### src/rtl/video_format_detector.sv
// Measures hsync/vsync timing, classifies the SD video format and publishes a debounced
// format code with a one-clock change strobe.
module video_format_detector #(
    parameter int unsigned STABLE_FIELDS = 4,
    parameter int unsigned HS_TIMEOUT    = 8192,
    parameter int unsigned VS_TIMEOUT    = 2500000
) (
    input  logic        clk_50mhz_in,
    input  logic        reset_x,
    input  logic        hsync_in,
    input  logic        vsync_in,
    input  logic        hs_active_low,
    input  logic        vs_active_low,
    output logic [7:0]  video_format,
    output logic        format_valid,
    output logic        format_change,
    output logic [11:0] line_period,
    output logic [9:0]  field_lines
);

    // Wide enough that the timeout value itself is reachable.
    localparam int unsigned HtW = $clog2(HS_TIMEOUT + 1);
    localparam int unsigned VtW = $clog2(VS_TIMEOUT + 1);
    localparam logic [HtW-1:0] HsMax = HtW'(HS_TIMEOUT);
    localparam logic [VtW-1:0] VsMax = VtW'(VS_TIMEOUT);
    localparam logic [HtW-1:0] LpMax = HtW'(4095);
    localparam logic [2:0] StableCnt = 3'(STABLE_FIELDS);

    typedef enum logic [1:0] {StNoSig, StAcquire, StLocked} state_e;

    logic [1:0]     hs_sync_q, vs_sync_q;
    logic           hs_prev_q, vs_prev_q, hs_edge_q, vs_edge_q;
    logic           hs_lvl, vs_lvl;
    logic [HtW-1:0] line_timer_q;
    logic [VtW-1:0] field_timer_q;
    logic           hs_lost_q, vs_lost_q;
    logic [11:0]    line_period_q, period_new, p_cur;
    logic [9:0]     line_cnt_q, lines_inc, field_lines_q;
    logic [7:0]     field_class;
    state_e         state_q, state_d;
    logic [7:0]     cand_q, cand_d, vf_q, vf_d, vf_prev_q;
    logic [2:0]     cand_cnt_q, cand_cnt_d;
    logic           started_q, started_d, fc_q;

    function automatic logic [7:0] classify(input logic [11:0] p, input logic [9:0] l);
        logic p_slow, p_fast;
        p_slow = (p >= 12'd3100) && (p <= 12'd3300);
        p_fast = (p >= 12'd1550) && (p <= 12'd1650);
        if (p_slow && (l >= 10'd300) && (l <= 10'd325))      classify = 8'h01;
        else if (p_slow && (l >= 10'd250) && (l <= 10'd275)) classify = 8'h02;
        else if (p_fast && (l >= 10'd610) && (l <= 10'd640)) classify = 8'h03;
        else if (p_fast && (l >= 10'd510) && (l <= 10'd540)) classify = 8'h04;
        else                                                  classify = 8'h00;
    endfunction

    assign hs_lvl = hs_sync_q[1] ^ hs_active_low;
    assign vs_lvl = vs_sync_q[1] ^ vs_active_low;

    always_ff @(posedge clk_50mhz_in or negedge reset_x) begin
        if (!reset_x) begin
            hs_sync_q <= '0;
            vs_sync_q <= '0;
            // Start as if mid-pulse so reset release never looks like a sync edge.
            hs_prev_q <= 1'b1;
            vs_prev_q <= 1'b1;
            hs_edge_q <= 1'b0;
            vs_edge_q <= 1'b0;
        end else begin
            hs_sync_q <= {hs_sync_q[0], hsync_in};
            vs_sync_q <= {vs_sync_q[0], vsync_in};
            hs_prev_q <= hs_lvl;
            vs_prev_q <= vs_lvl;
            hs_edge_q <= hs_lvl & ~hs_prev_q;
            vs_edge_q <= vs_lvl & ~vs_prev_q;
        end
    end

    assign period_new  = (line_timer_q > LpMax) ? 12'hfff : line_timer_q[11:0];
    assign lines_inc   = (hs_edge_q && (line_cnt_q != 10'h3ff)) ? line_cnt_q + 10'd1 : line_cnt_q;
    // Classify the field that is closing, including a coincident hsync.
    assign p_cur       = hs_edge_q ? period_new : line_period_q;
    assign field_class = classify(p_cur, lines_inc);

    always_ff @(posedge clk_50mhz_in or negedge reset_x) begin
        if (!reset_x) begin
            line_timer_q  <= '0;
            field_timer_q <= '0;
            hs_lost_q     <= 1'b0;
            vs_lost_q     <= 1'b0;
            line_period_q <= '0;
            line_cnt_q    <= '0;
            field_lines_q <= '0;
        end else begin
            if (hs_edge_q) begin
                line_timer_q  <= HtW'(1);
                hs_lost_q     <= 1'b0;
                line_period_q <= period_new;
            end else if (line_timer_q != HsMax) begin
                line_timer_q <= line_timer_q + HtW'(1);
            end else begin
                hs_lost_q <= 1'b1;
            end

            if (vs_edge_q) begin
                field_timer_q <= VtW'(1);
                vs_lost_q     <= 1'b0;
                field_lines_q <= lines_inc;
                line_cnt_q    <= '0;
            end else begin
                line_cnt_q <= lines_inc;
                if (field_timer_q != VsMax) field_timer_q <= field_timer_q + VtW'(1);
                else                        vs_lost_q     <= 1'b1;
            end
        end
    end

    always_comb begin
        state_d    = state_q;
        cand_d     = cand_q;
        cand_cnt_d = cand_cnt_q;
        started_d  = started_q;
        vf_d       = vf_q;
        unique case (state_q)
            StNoSig: begin
                vf_d       = 8'h00;
                cand_d     = 8'h00;
                cand_cnt_d = 3'd0;
                started_d  = 1'b0;
                if (hs_edge_q && !vs_lost_q) state_d = StAcquire;
            end
            StAcquire, StLocked: begin
                if (vs_edge_q) started_d = 1'b1;
                if (vs_edge_q && started_q && !hs_lost_q) begin
                    if (field_class == cand_q) begin
                        cand_cnt_d = (cand_cnt_q == 3'd7) ? 3'd7 : cand_cnt_q + 3'd1;
                    end else begin
                        cand_d     = field_class;
                        cand_cnt_d = 3'd1;
                    end
                end
                if (hs_lost_q || vs_lost_q) begin
                    state_d = StNoSig;
                    vf_d    = 8'h00;
                end else if (state_q == StAcquire) begin
                    if ((cand_cnt_q >= StableCnt) && (cand_q != 8'h00)) begin
                        state_d = StLocked;
                        vf_d    = cand_q;
                    end
                end else if ((cand_cnt_q >= StableCnt) && (cand_q != vf_q)) begin
                    vf_d = cand_q;
                    if (cand_q == 8'h00) state_d = StAcquire;
                end
            end
            default: state_d = StNoSig;
        endcase
    end

    always_ff @(posedge clk_50mhz_in or negedge reset_x) begin
        if (!reset_x) begin
            state_q    <= StNoSig;
            cand_q     <= '0;
            cand_cnt_q <= '0;
            started_q  <= 1'b0;
            vf_q       <= '0;
            vf_prev_q  <= '0;
            fc_q       <= 1'b0;
        end else begin
            state_q    <= state_d;
            cand_q     <= cand_d;
            cand_cnt_q <= cand_cnt_d;
            started_q  <= started_d;
            vf_q       <= vf_d;
            vf_prev_q  <= vf_q;
            fc_q       <= (vf_q != vf_prev_q);
        end
    end

    assign video_format  = vf_q;
    assign format_valid  = (state_q == StLocked);
    assign format_change = fc_q;
    assign line_period   = line_period_q;
    assign field_lines   = field_lines_q;

endmodule

### config.mk
export PLATFORM = sky130hd
export DESIGN_NAME = video_format_detector
export DESIGN_NICKNAME = d
export VERILOG_FILES = /design/src/rtl/video_format_detector.sv
export SDC_FILE = /design/constraint.sdc
export NUM_CORES = 1
export LEC_CHECK = 0
export CAP_MARGIN = 20
export CORE_MARGIN = 2
export CORE_UTILIZATION = 35
export DETAILED_ROUTE_END_ITERATION = 12
export MAX_ROUTING_LAYER = met4
export REMOVE_ABC_BUFFERS = 1
export SLEW_MARGIN = 0
export SYNTH_ARGS = -nofsm -noshare
export SYNTH_HDL_FRONTEND = slang
export SYNTH_SLANG_ARGS = --single-unit
### constraint.sdc
create_clock -name clk_50mhz_in -period 5.15 [get_ports clk_50mhz_in]
set_input_delay 1.03 -clock clk_50mhz_in [delete_from_list [all_inputs] [get_ports clk_50mhz_in]]
set_output_delay 1.03 -clock clk_50mhz_in [all_outputs]
set_load 0.1 [all_outputs]
======== Word-level counts from Yosys, hierarchy flattened ========
Cells that the tools add are included.
W data, S select, Z words.
cells by class
  $add $sub $neg .......................... 4
  order comparisons ....................... 14
  eq/ne operators ......................... 18
  muxes and demuxes ....................... 37
  bitwise gates (word level) .............. 6
  reductions and logical operators ........ 31
operators by type and width
  cell                     number
  $mux W8                  6
  $mux W22                 2
  $pmux W8 S2              2
  $mux W14                 2
  $mux W12                 2
  $add A22 B1 Y22 const B  1
  $ne A22 B22 Y1 const B   1
  $mux W3                  7
  $ge A10 B9 Y1 const B    2
  $le A10 B10 Y1 const B   2
  $le A10 B9 Y1 const B    2
  $mux W10                 2
  $logic_and A1 B1 Y1      16
  $ne A8 B8 Y1             2
  $add A14 B1 Y14 const B  1
  $gt A14 B12 Y1 const B   1
  $ne A14 B14 Y1 const B   1
  $ge A12 B11 Y1 const B   1
  $ge A12 B12 Y1 const B   1
  $le A12 B11 Y1 const B   1
  $le A12 B12 Y1 const B   1
  $mux W2                  6
  $ne A2 B2 Y1 const B     6
  $ne A4 B4 Y1 const B     3
  27 further kinds         39
storage, ports and cells
  register bits ........................... 109
  input port bits ......................... 6
  logic and storage cells ................. 130

======== Depth between registers and ports, before layout ========
  depth in word-level cells ............... 15
  gate-level depth with buffers ........... 12
  mapped depth without buffers ............ 10

======== Worst setup path before layout ========
No wires, ideal clock.
  kind .................................... register to register
  start ................................... reg line_period_q[10] (netlist: line_period[10])
  end ..................................... reg cand_q[0]
  data arrival time ....................... 3.074 ns
  required time ........................... 5.071 ns
  slack ................................... 1.996 ns
  cell stages (with the launch flop) ...... 10
  clock period less this slack ............ 3.154 ns
  cell sequence ........................... dfrtp_1 > nor2_1 > or4_1 > or3_1 > a221o_1 > a211oi_2 > xnor2_1 > o2111ai_2 > a22oi_2 > mux2i_1
on the way
  longest elaborated chain between the ends .. 12
  elaborated cells on any way between the ends .. 25
RTL lines
  element                                           RTL line  source
  start, declared                                   37        logic [11:0] line_period_q, period_new, p_cur;
  start signal, assigned                            97        line_period_q <= period_new;
  $mux W12 *                                        --
  $ge A12 B11 Y1 or $le A12 B11 Y1 (tied branches)  48        p_fast = (p >= 12'd1550) && (p <= 12'd1650);
  $logic_and A1 B1 Y1                               48
  $logic_and A1 B1 Y1 (2 in series)                 52        else if (p_fast && (l >= 10'd510) && (l <= 10'd540)) classify = 8'h04;
  $mux W3                                           52
  $mux W3                                           51        else if (p_fast && (l >= 10'd610) && (l <= 10'd640)) classify = 8'h03;
  $mux W3                                           50        else if (p_slow && (l >= 10'd250) && (l <= 10'd275)) classify = 8'h02;
  $mux W3 *                                         49        if (p_slow && (l >= 10'd300) && (l <= 10'd325)) classify = 8'h01;
  $eq A8 B8 Y1                                      134       if (field_class == cand_q) begin
  $ne A2 B2 Y1 (no line)                            --
  $reduce_and A3 Y1 (no line)                       --
  end signal, assigned                              169       cand_q <= cand_d;
  end, declared                                     41        logic [7:0] cand_q, cand_d, vf_q, vf_d, vf_prev_q;
Every way passes the cells marked *; elsewhere a longest branch is shown, timed or not. The select of a mux whose other input is x is not followed.
A chain may end at the register's enable or synchronous reset.

======== Final worst setup path ========
  start ................................... reg hs_edge_q
  end ..................................... reg cand_q[0]
on the way
  longest elaborated chain between the ends .. 12
  elaborated cells on any way between the ends .. 35
RTL lines
  element                                               RTL line  source
  start, declared                                       32        logic hs_prev_q, vs_prev_q, hs_edge_q, vs_edge_q;
  start signal, assigned                                73        hs_edge_q <= hs_lvl & ~hs_prev_q;
  $mux W12 or $logic_and A1 B1 Y1 (tied branches)       --
  $ge A12 B11 Y1 (tied with other cells)                48
  $logic_and A1 B1 Y1 or $ge A10 B9 Y1 (tied branches)  48, 52
  $logic_and A1 B1 Y1 (2 in series)                     52
  $mux W3                                               52
  $mux W3                                               51
  $mux W3                                               50
  $mux W3 *                                             49
  $eq A8 B8 Y1                                          134
  $ne A2 B2 Y1 (no line)                                --
  $reduce_and A3 Y1 (no line)                           --
Marks and branches as above.

==> impl_table.tex <==
\begin{tabular}{lr}
\hline
Metric & Value \\
\hline
\multicolumn{2}{l}{\textbf{Layout}} \\
Number of antenna cells inserted & 0 \\
Fraction of layout instances using a drive strength above 1 & 6.19\% \\
Top library cells by usage in the layout, fill and taps aside & 92 x sky130\_fd\_sc\_hd\_\_dfrtp\_1, 71 x sky130\_fd\_sc\_hd\_\_nor2\_1, 49 x sky130\_fd\_sc\_hd\_\_nand2\_1, 34 x sky130\_fd\_sc\_hd\_\_a21oi\_1, 31 x sky130\_fd\_sc\_hd\_\_clkdlybuf4s50\_1 \\
End-of-flow core utilization & 40.7\% \\
Growth of design area from synthesis to finish & 15.0\% \\
Most common cell after layout, fill and taps aside & sky130\_fd\_sc\_hd\_\_dfrtp\_1 \\
Fillers & $\sim$1400 \\
Nets@finish & roughly 590 \\
\multicolumn{2}{l}{\textbf{Placed design}} \\
Routability congestion estimate from global placement & 0.891 \\
Detailed placement HPWL & between 8000 and 9000 um \\
Pre-CTS setup slack & approximately 1.6 ns \\
Number of I/O port buffers & 32 \\
\multicolumn{2}{l}{\textbf{STA}} \\
Pins Over Slew Limit & 0 \\
Final setup fails & 0 \\
Slew at the pin closest to its max-slew limit & between 0.9 and 1 ns \\
Clock Skew & between 0.005 and 0.006 ns \\
Fmax & around 280 MHz \\
Unrepaired setup endpoints after global routing & no \\
Final WS setup & 1.57 ns \\
Clock period minus final worst setup slack & 3.58 ns \\
Portion of the clock cycle consumed by the worst path in the final layout & 69.5\% \\
Final TNS setup & 0 ns \\
Hold violation total from the final report & 0 \\
Worst slew margin relative to its limit & between 30\% and 40\% \\
\multicolumn{2}{l}{\textbf{Critical path}} \\
Delay of the slowest cell on the worst path & 0.80 ns \\
Crit path launch type & flip-flop \\
Data arrival time of the critical path & around 3.9 ns \\
Startpoint of the most critical setup path & hs\_edge\_q \\
Critical path class & reg2reg \\
Sequence of cells on the critical path & buf\_4 > nor2\_1 > or4\_1 > or3\_1 > a221o\_1 > a211oi\_2 > xnor2\_1 > o2111ai\_2 > a22oi\_2 > mux2i\_1 \\
Required time worst endpoint & roughly 5.4 ns \\
Slowest cell on the critical path & sky130\_fd\_sc\_hd\_\_dfrtp\_1 \\
Type of destination of the critical path & flip-flop \\
Setup slack of the most critical reg-to-reg path & about 1.6 ns \\
Start of the worst register-to-register path & hs\_edge\_q \\
Top fanout value on the critical path & 23 \\
\multicolumn{2}{l}{\textbf{Global routing}} \\
Remaining global-route overflow & 0 \\
Via count of the first global-routing pass & approximately 3900 \\
Initial antenna violation count & 0 \\
Pin count of the biggest net entering global routing & 66 \\
Gr usage total & between 15 and 20\% \\
Global-route wire length before repair & between 15000 and 20000 um \\
\multicolumn{2}{l}{\textbf{Floorplan}} \\
Total die area & 15500 um2 \\
Number of standard-cell rows in the floorplan & 44 \\
Effective utilization at floorplan & 35.4\% \\
Y dimension of the die & approximately 120 um \\
Horiz. Die Dim & 124 um \\
Boundary pin count & 38 \\
Standard cell core area & 14400 um2 \\
\multicolumn{2}{l}{\textbf{CTS}} \\
Number of gates resized after CTS & 0 \\
Number of sinks driven by the clock tree & 94 \\
Worst-path clk slew & about 0.070 ns \\
Hold buffer count at cts & 0 \\
Buffer levels on the longest clock path & 2 \\
Cts bufs inserted & 9 \\
TritonCTS clock tree & done \\
Buffer cell driving the clock tree root & sky130\_fd\_sc\_hd\_\_clkbuf\_16 \\
Clock latency reported for the late side of the worst-skew pair & between 0.3 and 0.4 ns \\
Postcts setup bufs & 0 \\
CTS HTree Levels & 3 \\
\multicolumn{2}{l}{\textbf{Synthesis}} \\
Synth warnings & 0 \\
Gate count of the mapped netlist & about 550 \\
Most used flip-flop cell after synthesis & sky130\_fd\_sc\_hd\_\_dfrtp\_1 \\
Number of register bits inferred by synthesis & 94 \\
Fraction of registers with async set/reset & 100\% \\
Average cell area after synthesis & just over 9 um2 \\
Post-synthesis cell area & $\sim$5100 um2 \\
Yosys cell types & 60 \\
Post-synth EDFFs & 0 \\
Sequential area share after synthesis & about 46\% \\
\multicolumn{2}{l}{\textbf{Status}} \\
Outcome & completed \\
\multicolumn{2}{l}{\textbf{Run}} \\
Number of max-capacitance violations reported & 0 \\
\multicolumn{2}{l}{\textbf{Pwr}} \\
Static Leak & roughly 0.0025 uW \\
Peak supply drop & $\sim$300 uV \\
Power Density & 396 nW/um2 \\
\multicolumn{2}{l}{\textbf{Routing}} \\
Number of nets with antenna violations after routing & 0 \\
Overall routed net length & 11400 um \\
DR vias/cell & about 5.3 \\
Routed vias & approximately 4000 \\
Number of DRC markers in iteration 0 & about 200 \\
Final routed DRC violation total & 0 \\
Iteration count of the initial detailed-routing pass & 7 \\
Post-DR wirelength/cell & 14.8 um \\
\multicolumn{2}{l}{\textbf{Min path}} \\
Launch instance of the worst min-delay path & vs\_sync\_q[0] \\
Classification of the worst-slack hold path & reg2reg \\
\hline
\end{tabular}
-- through the flow --
step / power (uW) / instance area [um2] / hold WS [ns] / cells
floorplan: 1450 / 4960 / 0.331 / 531
global placement: 1630 / 5530 / 0.340 / 750
detailed placement: 1640 / 5530 / 0.337 / 750
CTS: 2340 / 5840 / 0.355 / 766
global route: 2440 / 5840 / 0.362 / 766
finish: 2310 / 5840 / 0.354 / 766
-- cell type report --
type | instances | area (um2) | share of cell area [%]
multi-input combinational | 413 | 2520 | 43.1
tap | 184 | 230 | 3.94
clock buffer | 10 | 239 | 4.09
clock inverter | 6 | 68.8 | 1.18
timing repair buffer | 35 | 340 | 5.83
sequential | 94 | 2350 | 40.3
inverter | 24 | 90.1 | 1.54
-- critical path: cells and delay by family (launching register included) --
family / cells / cell delay, ns
simple gates: 3 / 0.95
flops: 1 / 0.80
xor+xnor: 1 / 0.19
buf+inv: 1 / 0.36
compound gates: 4 / 0.97
mux: 1 / 0.21
-- cells in the mapped netlist, types with 9 or more instances --
cell type | n | area [um2]
sky130_fd_sc_hd__a21oi_1 | 34 | 170
sky130_fd_sc_hd__and3_1 | 17 | 106
sky130_fd_sc_hd__buf_2 | 10 | 50.1
sky130_fd_sc_hd__dfrtp_1 | 92 | 2300
sky130_fd_sc_hd__ha_1 | 11 | 138
sky130_fd_sc_hd__inv_1 | 24 | 90.1
sky130_fd_sc_hd__nand2_1 | 49 | 184
sky130_fd_sc_hd__nand3_1 | 25 | 125
sky130_fd_sc_hd__nand4_1 | 9 | 56.3
sky130_fd_sc_hd__nor2_1 | 71 | 267
sky130_fd_sc_hd__nor3_1 | 15 | 75.1
sky130_fd_sc_hd__o21ai_0 | 24 | 120
sky130_fd_sc_hd__or3_1 | 13 | 81.3
sky130_fd_sc_hd__xnor2_1 | 9 | 78.8
sky130_fd_sc_hd__xor2_1 | 28 | 245
-- metal layers --
layer / track usage [%] / wire length, um / vias to the layer above
met5: - / 0 / -
met4: 7.40 / 293 / 0
met3: 2.41 / 453 / 24
met2: 23.9 / 5180 / 94
met1: 20.8 / 5420 / 1946
li1: - / - / 1983
-- report_power, final --
group | switching [uW] | leakage (uW) | internal (uW)
clock network | 296 | 0.000149 | 393
logic | 522 | 0.00111 | 187
registers | 91.9 | 0.00125 | 824
-- state kept, by name (all words and copies together) (netlist names) --
signal and flops:
started_q 1, video_format 3, hs_lost_q 1, format_change 1
cand_cnt_q 3, vs_prev_q 1, field_lines 10, line_timer_q 14
hs_prev_q 1, state_q 2, vf_prev_q 3, line_period 12
hs_edge_q 1, vs_edge_q 1, vs_sync_q 2, line_cnt_q 10
cand_q 3, vs_lost_q 1, hs_sync_q 2, field_timer_q 22
-- worst paths after layout --
check	endpoint	cells past startpoint
max	cand_q[0]	10
min	vs_sync_q[1]	0
max reg2reg	cand_q[0]	10
min reg2reg	vs_sync_q[1]	0
max in group asynchronous	cand_cnt_q[2]	2
min in group asynchronous	field_timer_q[19]	1
-- kinds of logic (layout without fill, tap and decap cells) --
group                      count (synthesis)  in the layout  synth area share (%)
AOI/OAI and AO/OA                        103            103                  13.1
xor gates and xnor gates                  38             38                  6.70
adders and majority gates                 11             11                  2.71
buffers and inverters                     49             75                  4.38
DFF                                       94             94                  46.3
muxes                                     13             13                  2.76
other                                      1              5                0.0738
and+or+nand+nor                          243            243                  24.0
Power figures use the tool's default switching activity.
